`config.mk`:
```
export PLATFORM = sky130hd
export DESIGN_NAME = ones_run_tx
export DESIGN_NICKNAME = d
export VERILOG_FILES = /design/src/rtl/ones_run_tx.sv
export SDC_FILE = /design/constraint.sdc
export NUM_CORES = 1
export LEC_CHECK = 0
export BUFFER_PORTS_ARGS = -buffer_cell sky130_fd_sc_hd__buf_2
export CAP_MARGIN = 20
export CORE_MARGIN = 1.5
export CORE_UTILIZATION = 30
export DETAILED_ROUTE_END_ITERATION = 12
export MAX_ROUTING_LAYER = met4
export PLACE_DENSITY_LB_ADDON = 0.3
export REMOVE_ABC_BUFFERS = 1
export SETUP_SLACK_MARGIN = 0.5
export SLEW_MARGIN = 40
export SYNTH_ARGS = -nofsm -noshare
export SYNTH_HDL_FRONTEND = slang
export SYNTH_SLANG_ARGS = --single-unit
```
`constraint.sdc`:
```
create_clock -name clk -period 1.6 [get_ports clk]
set_input_delay 0.16 -clock clk [delete_from_list [all_inputs] [get_ports clk]]
set_output_delay 0.16 -clock clk [all_outputs]
set_load 0.02 [all_outputs]
```
`src/rtl/ones_run_tx.sv`:
```
// Serial run-length transmitter: each accepted length becomes a burst of 1s
// followed by GAP zero cycles, plus a shadow of the mod-4 ones-count detector.
module ones_run_tx #(
    parameter int LEN_W = 4,
    parameter int GAP   = 1
) (
    input  logic             clk,
    input  logic             rst,
    input  logic             in_valid,
    output logic             in_ready,
    input  logic [LEN_W-1:0] in_len,
    output logic             x_out,
    output logic             busy,
    output logic             done,
    output logic [1:0]       exp_state,
    output logic             exp_y,
    output logic [1:0]       dbg_state
);

    // Handshake: a run is accepted on a rising edge where in_valid && in_ready.
    // in_ready is high only in IDLE; in_valid elsewhere is ignored and in_len
    // is captured only at the accepting edge.
    typedef enum logic [1:0] {
        IDLE = 2'd0,
        ONES = 2'd1,
        GAPS = 2'd2
    } state_t;

    localparam logic [3:0] GAP_L = 4'(GAP);

    state_t           r_state;
    logic [LEN_W-1:0] r_cnt;
    logic [3:0]       r_gcnt;
    logic             r_x;
    logic             r_busy;
    logic             r_done;
    logic [1:0]       r_exp_state;

    state_t           w_next_state;
    logic [LEN_W-1:0] w_next_cnt;
    logic [3:0]       w_next_gcnt;

    always_comb begin
        w_next_state = r_state;
        w_next_cnt   = r_cnt;
        w_next_gcnt  = r_gcnt;
        case (r_state)
            IDLE: begin
                if (in_valid) begin
                    w_next_cnt = in_len;
                    if (in_len != '0) begin
                        w_next_state = ONES;
                    end else begin
                        w_next_state = GAPS;
                        w_next_gcnt  = GAP_L;
                    end
                end
            end
            ONES: begin
                w_next_cnt = r_cnt - LEN_W'(1);
                if (r_cnt == LEN_W'(1)) begin
                    w_next_state = GAPS;
                    w_next_gcnt  = GAP_L;
                end
            end
            GAPS: begin
                w_next_gcnt = r_gcnt - 4'd1;
                if (r_gcnt == 4'd1) begin
                    w_next_state = IDLE;
                end
            end
            default: begin
                w_next_state = IDLE;
            end
        endcase
    end

    // Outputs are flopped from the next-state values so x_out is glitch-free.
    always_ff @(posedge clk) begin
        if (rst) begin
            r_state     <= IDLE;
            r_cnt       <= '0;
            r_gcnt      <= '0;
            r_x         <= 1'b0;
            r_busy      <= 1'b0;
            r_done      <= 1'b0;
            r_exp_state <= 2'd0;
        end else begin
            r_state     <= w_next_state;
            r_cnt       <= w_next_cnt;
            r_gcnt      <= w_next_gcnt;
            r_x         <= (w_next_state == ONES);
            r_busy      <= (w_next_state != IDLE);
            r_done      <= (w_next_state == GAPS) && (w_next_gcnt == 4'd1);
            r_exp_state <= r_x ? (r_exp_state + 2'd1) : 2'd0;
        end
    end

    assign in_ready  = (r_state == IDLE);
    assign x_out     = r_x;
    assign busy      = r_busy;
    assign done      = r_done;
    assign exp_state = r_exp_state;
    // Detector is Mealy: it outputs 1 only in S2/S3 while the input is 1.
    assign exp_y     = r_x & r_exp_state[1];
    assign dbg_state = r_state;

endmodule

```
# [Yosys cells after proc, flatten, opt, wreduce, memory -nomap -nowiden]
# Index checks and enable logic that the tools add are counted.
[totals] register_bits=15 inputBits=7 wordCells=38
[op_classes] add_sub_neg=3 n_eq_ne=8 muxes=11 bitwise=2 reduce_logical=7
[op_table] op="$mux 4" count=4
[op_table] op="$eq 4x1->1 const B" count=3
[op_table] op="$pmux 4 s3" count=1
[op_table] op="$mux 2" count=4
[op_table] op="$pmux 4 s2" count=1
[op_table] op="$sub 4x1->4 const B" count=2
[op_table] op="$pmux 2 s3" count=1
[op_table] op="$eq 2x1->1 const B" count=2
[op_table] op="$eq 2x2->1 const B" count=2
[op_table] op="$reduce_bool 2->1" count=2
[op_table] op="$reduce_bool 4->1" count=1
[op_table] op="$add 2x1->2 const B" count=1
[op_table] op="$logic_not 2->1" count=1
[op_table] op="$ne 2x2->1 const B" count=1
[op_table] op="$reduce_and 2->1" count=1
[op_table] op="$reduce_or 2->1" count=1
[op_table] op="$and 1x1->1" count=1
[op_table] op="$logic_and 1x1->1" count=1
[op_table] op="$not 1->1" count=1

# [Logic depth before layout (Yosys ltp)]
[depth] depth_word=6 depth_mapped=7 ltp_nobuf=7

# [Worst setup path after synthesis]
# No wires, ideal clock.
[synth_path] kind="reg2reg" from="register r_state[0] (netlist: dbg_state[0])" to="register r_cnt[1]" setup_ps=86 arrival_ps=1487 required_time_ps=1514 path_slack_ps=28 path_stages_with_launch=7 cell_sequence="dfxtp_1 clkbuf_1 clkbuf_1 nor2_1 a22oi_1 nor2_1 a211oi_1"
[synth_via] elab_chain_cells=3 word_cells_on_any_way=6
[synth_lines] item="start, declared" line_no="31" rtl="state_t r_state;"
[synth_lines] item="start signal, assigned" line_no="89" rtl="r_state <= w_next_state;"
[synth_lines] item="$eq 2x1->1 or $logic_not 2->1 (tied branches)" line_no="47" rtl="case (r_state)"
[synth_lines] item="$reduce_bool 2->1 (no line) or $ne 2x2->1 (tied branches)"
[synth_lines] item="$reduce_and 2->1 (no line)"
[synth_lines] item="end signal, assigned" line_no="90" rtl="r_cnt <= w_next_cnt;"
[synth_lines] item="end, declared" line_no="32" rtl="logic [LEN_W-1:0] r_cnt;"
# Several ways; a longest one is shown, not always the timed one.
# A chain may end at the register's enable or synchronous reset.

# [Final worst setup path]
[layout_path] from="register r_cnt[1]" to="register r_done (netlist: done)"
[layout_via] elab_chain_cells=5 word_cells_on_any_way=8
[layout_lines] item="$eq 4x1->1 *" line_no="61" rtl="if (r_cnt == LEN_W'(1)) begin"
[layout_lines] item="$mux 4 or $mux 2 (tied branches)" line_no="61"
[layout_lines] item="$pmux 4 s3 or $pmux 2 s3 (tied branches)" line_no="47"
[layout_lines] item="$eq 4x1->1 or $eq 2x2->1 (tied branches)" line_no="94" rtl="r_done <= (w_next_state == GAPS) && (w_next_gcnt == 4'd1);"
[layout_lines] item="$logic_and 1x1->1 *" line_no="94"
[layout_lines] item="end signal, assigned" line_no="94"
[layout_lines] item="end, declared" line_no="36" rtl="logic r_done;"
# Every way passes the cells marked *; elsewhere a longest branch is shown, timed or not.

==> impl_results.md <==
* Number of CTS-inserted buffers at 3
* Fill cells at 260
* Remaining antenna violation count after routing at 0
* Hold Crit Class: input port to register
* Pwr Total at 1040 µW
* Synth top area cells: dfxtp_1, ha_1, a21oi_1
* Remaining DRCs at 0
* CP Max Fanout at 5
* P&R area growth vs syn at 48.7%
* Synth unique cells at 39
* Pins over their slew limit at 0
* Layout Skew at 0.00550 ns
* Worst slack at placement at 0.000211 ns
* Sequential cell area at 312 µm²
* FMAX at 669 MHz
* # rows at 19
* Post-layout util at 46.4%
* Yosys reg bits at 15
* TritonCTS clock tree: done
* Pre-antenna DRT Iters at 5
* Seq/Total Area, Yosys at 35.5%
* Area of the multi-input gates at 596 µm²
* Die Ht at 56.1 µm
* H-tree depth reported by CTS at 1
* Netlist Area Pre-Place at 846 µm²
* Top FF cell, synth: dfxtp_1
* Outcome: complete, no violations
* Max cap viols at 0
* Layout cells sized above 1 at 51.9%
* WP buf/inv at 1
* Mean Syn Cell Area at 8.37 µm²
* Post-layout min period at 1.49 ns
* Pin count of the biggest net entering global routing at 11
* Via/cell ratio at 5.15
* Post-synth EDFFs at 0
* Clock latency on the worst-skew pair at 0.29 ns
* IO Port Bufs at 15
* Initial Util at 31.2%
* Gpl congestion at 0.892
* Drt wl/cell at 13.1 µm
* GR peak layer: met2
* GRT Total Usage at 14.4%
* Crit-path slowest cell: or3b_4
* Setup violators final at 0
* Slew at the pin with the worst max-slew slack at 0.275 ns
* Synth area leader: dfxtp_1
* Final period util at 93.4%
* RSZ-0062 raised after global routing: yes
* Crit path max-delay family: simple AND/OR/NAND/NOR gates
* Synth async-reset ratio at 0%
* Met1 Track Usage GR at 18.3%
* Crit path DAT at 1.71 ns
* Ports at 16
* Die Area at 0.00315 mm²
* Area of the core at 0.00271 mm²
* Vias in the first global route at 785
* Peak VDD IR at 0.488 mV
* Most common library cells after synthesis: dfxtp_1, inv_1, a21oi_1, nor2_1, nand2b_1
* Count leader, synth: dfxtp_1
* Die Wd at 56.1 µm
* Starting DRT DRC Count at 22
* Final worst slack at 0.106 ns
* Vias at 845
* # diodes at 0
* P_leak at 0.000524 µW
* Max clock buf depth at 2
* CP Data Required Time at 1.81 ns
* Synth top area share at 35.5%
* Cell count after synthesis at 101
* Met3 usage at 3.02%
* Final hold violations at 0
* Max incr delay on CP at 0.43 ns
* Final WL at 2150 µm
* Clock Pin Slew Worst Setup and Hold Paths at 0.10 ns
* Crit start category: register
* First-pass GRT wire length at 3470 µm
* Cell chosen for the clock root: clkbuf_4
* Worst Setup Path Type: register to register
* WHS at 0.125 ns
* Hpwl dp at 1470 µm
* Crit-path cells: inv_2, ha_4, or3b_4, a22oi_2, o2111ai_1, nor4_2
* Nets@finish at 145
* Endpoint type of the worst setup path: register
* Slew HR at 81.5%
* Routing usage on met2 at 22.2%
* Synthesis Warnings at 0
* CTS Sinks at 15
* Initial antenna violation count at 0
* GRT overflow at 0
* PwrDens at 824 mW/mm²
## routing by layer
layer	vias up	wire length, µm
met1	397	964
met4	0	36
met5	-	0
met3	4	97
li1	422	-
met2	22	1050
## layout by cell type (no fill, tap or decap), drive strengths merged, types with 2 or more instances in the layout
master / instances
ha: 4
nand2b: 6
dfxtp: 15
or3b: 2
xor2: 2
buf: 33
o211ai: 3
nor3b: 2
nand3: 3
inv: 9
a22oi: 2
nor2b: 2
a31oi: 2
nand2: 3
o21ai: 3
o22ai: 2
nor2: 8
o21bai: 2
a21oi: 8
nor4: 3
clkbuf: 3
or4b: 2
or2: 2
## per-stage QoR
stage	cell area, µm²	TNS (ns)	std cells
after CTS	1170	0	159
after global routing	1260	0	164
final	1260	0	164
after detailed placement	1010	0	152
after floorplan	826	-0.281	96
after global placement	1010	0	152
## registers in the layout (all words and copies together) (netlist names)
register and cells:
exp_state 2, busy 1, x_out 1, dbg_state 2
r_gcnt 4, done 1, r_cnt 4
## cells by family after synthesis
kind of cell,after synthesis,synth area share (%)
simple gates,37,26.9
compound gates,28,22.2
flops,15,35.5
buf+inv,14,6.36
fa+ha+maj,4,5.92
xor+xnor,3,3.11
## timing repair
| item | in CTS | in global routing |
|---|---|---|
| endpoints found under the setup margin | 17 | 17 |
| gates cloned | 0 | 0 |
| hold buffers | 0 | 0 |
| buffers inserted | 3 | 5 |
| pin swaps | 8 | 7 |
| resized for setup | 31 | 13 |
## path summary, 6_finish.rpt
kind / start / end / slack [ns] / cells after the start
worst min-delay path: rst / r_gcnt[2] / 0.12 / 2
worst max register to register: r_cnt[1] / done / 0.11 / 6
worst max-delay path: r_cnt[1] / done / 0.11 / 6
worst min register to register: exp_state[0] / exp_state[0] / 0.46 / 1
## area by class of cell
class / count / share of cell area, %
multi-input cells: 72 / 47.4
flip-flops and latches: 15 / 24.8
repair buffers: 33 / 19.9
well taps: 31 / 3.08
inverters: 9 / 2.69
clock buffers: 3 / 1.79
clock inverters: 1 / 0.398
## worst register-to-register path, delay by kind of cell (launching register included)
kind                     cells  cell delay (ns)
buffers and inverters        1             0.07
AND/OR/NAND/NOR              2             0.57
flip-flops                   1             0.33
adder cells (fa/ha/maj)      1             0.12
AO/OA/AOI/OAI                2             0.34
## power breakdown
group | total, µW | internal, µW | switching, µW | leakage, µW
registers | 447 | 411 | 36.0 | 0.000126
logic | 366 | 190 | 176 | 0.000380
clock network | 223 | 93.0 | 130 | 0.0000177
total | 1040 | 694 | 342 | 0.000524
No activity file was read; power rests on OpenSTA's default activity.
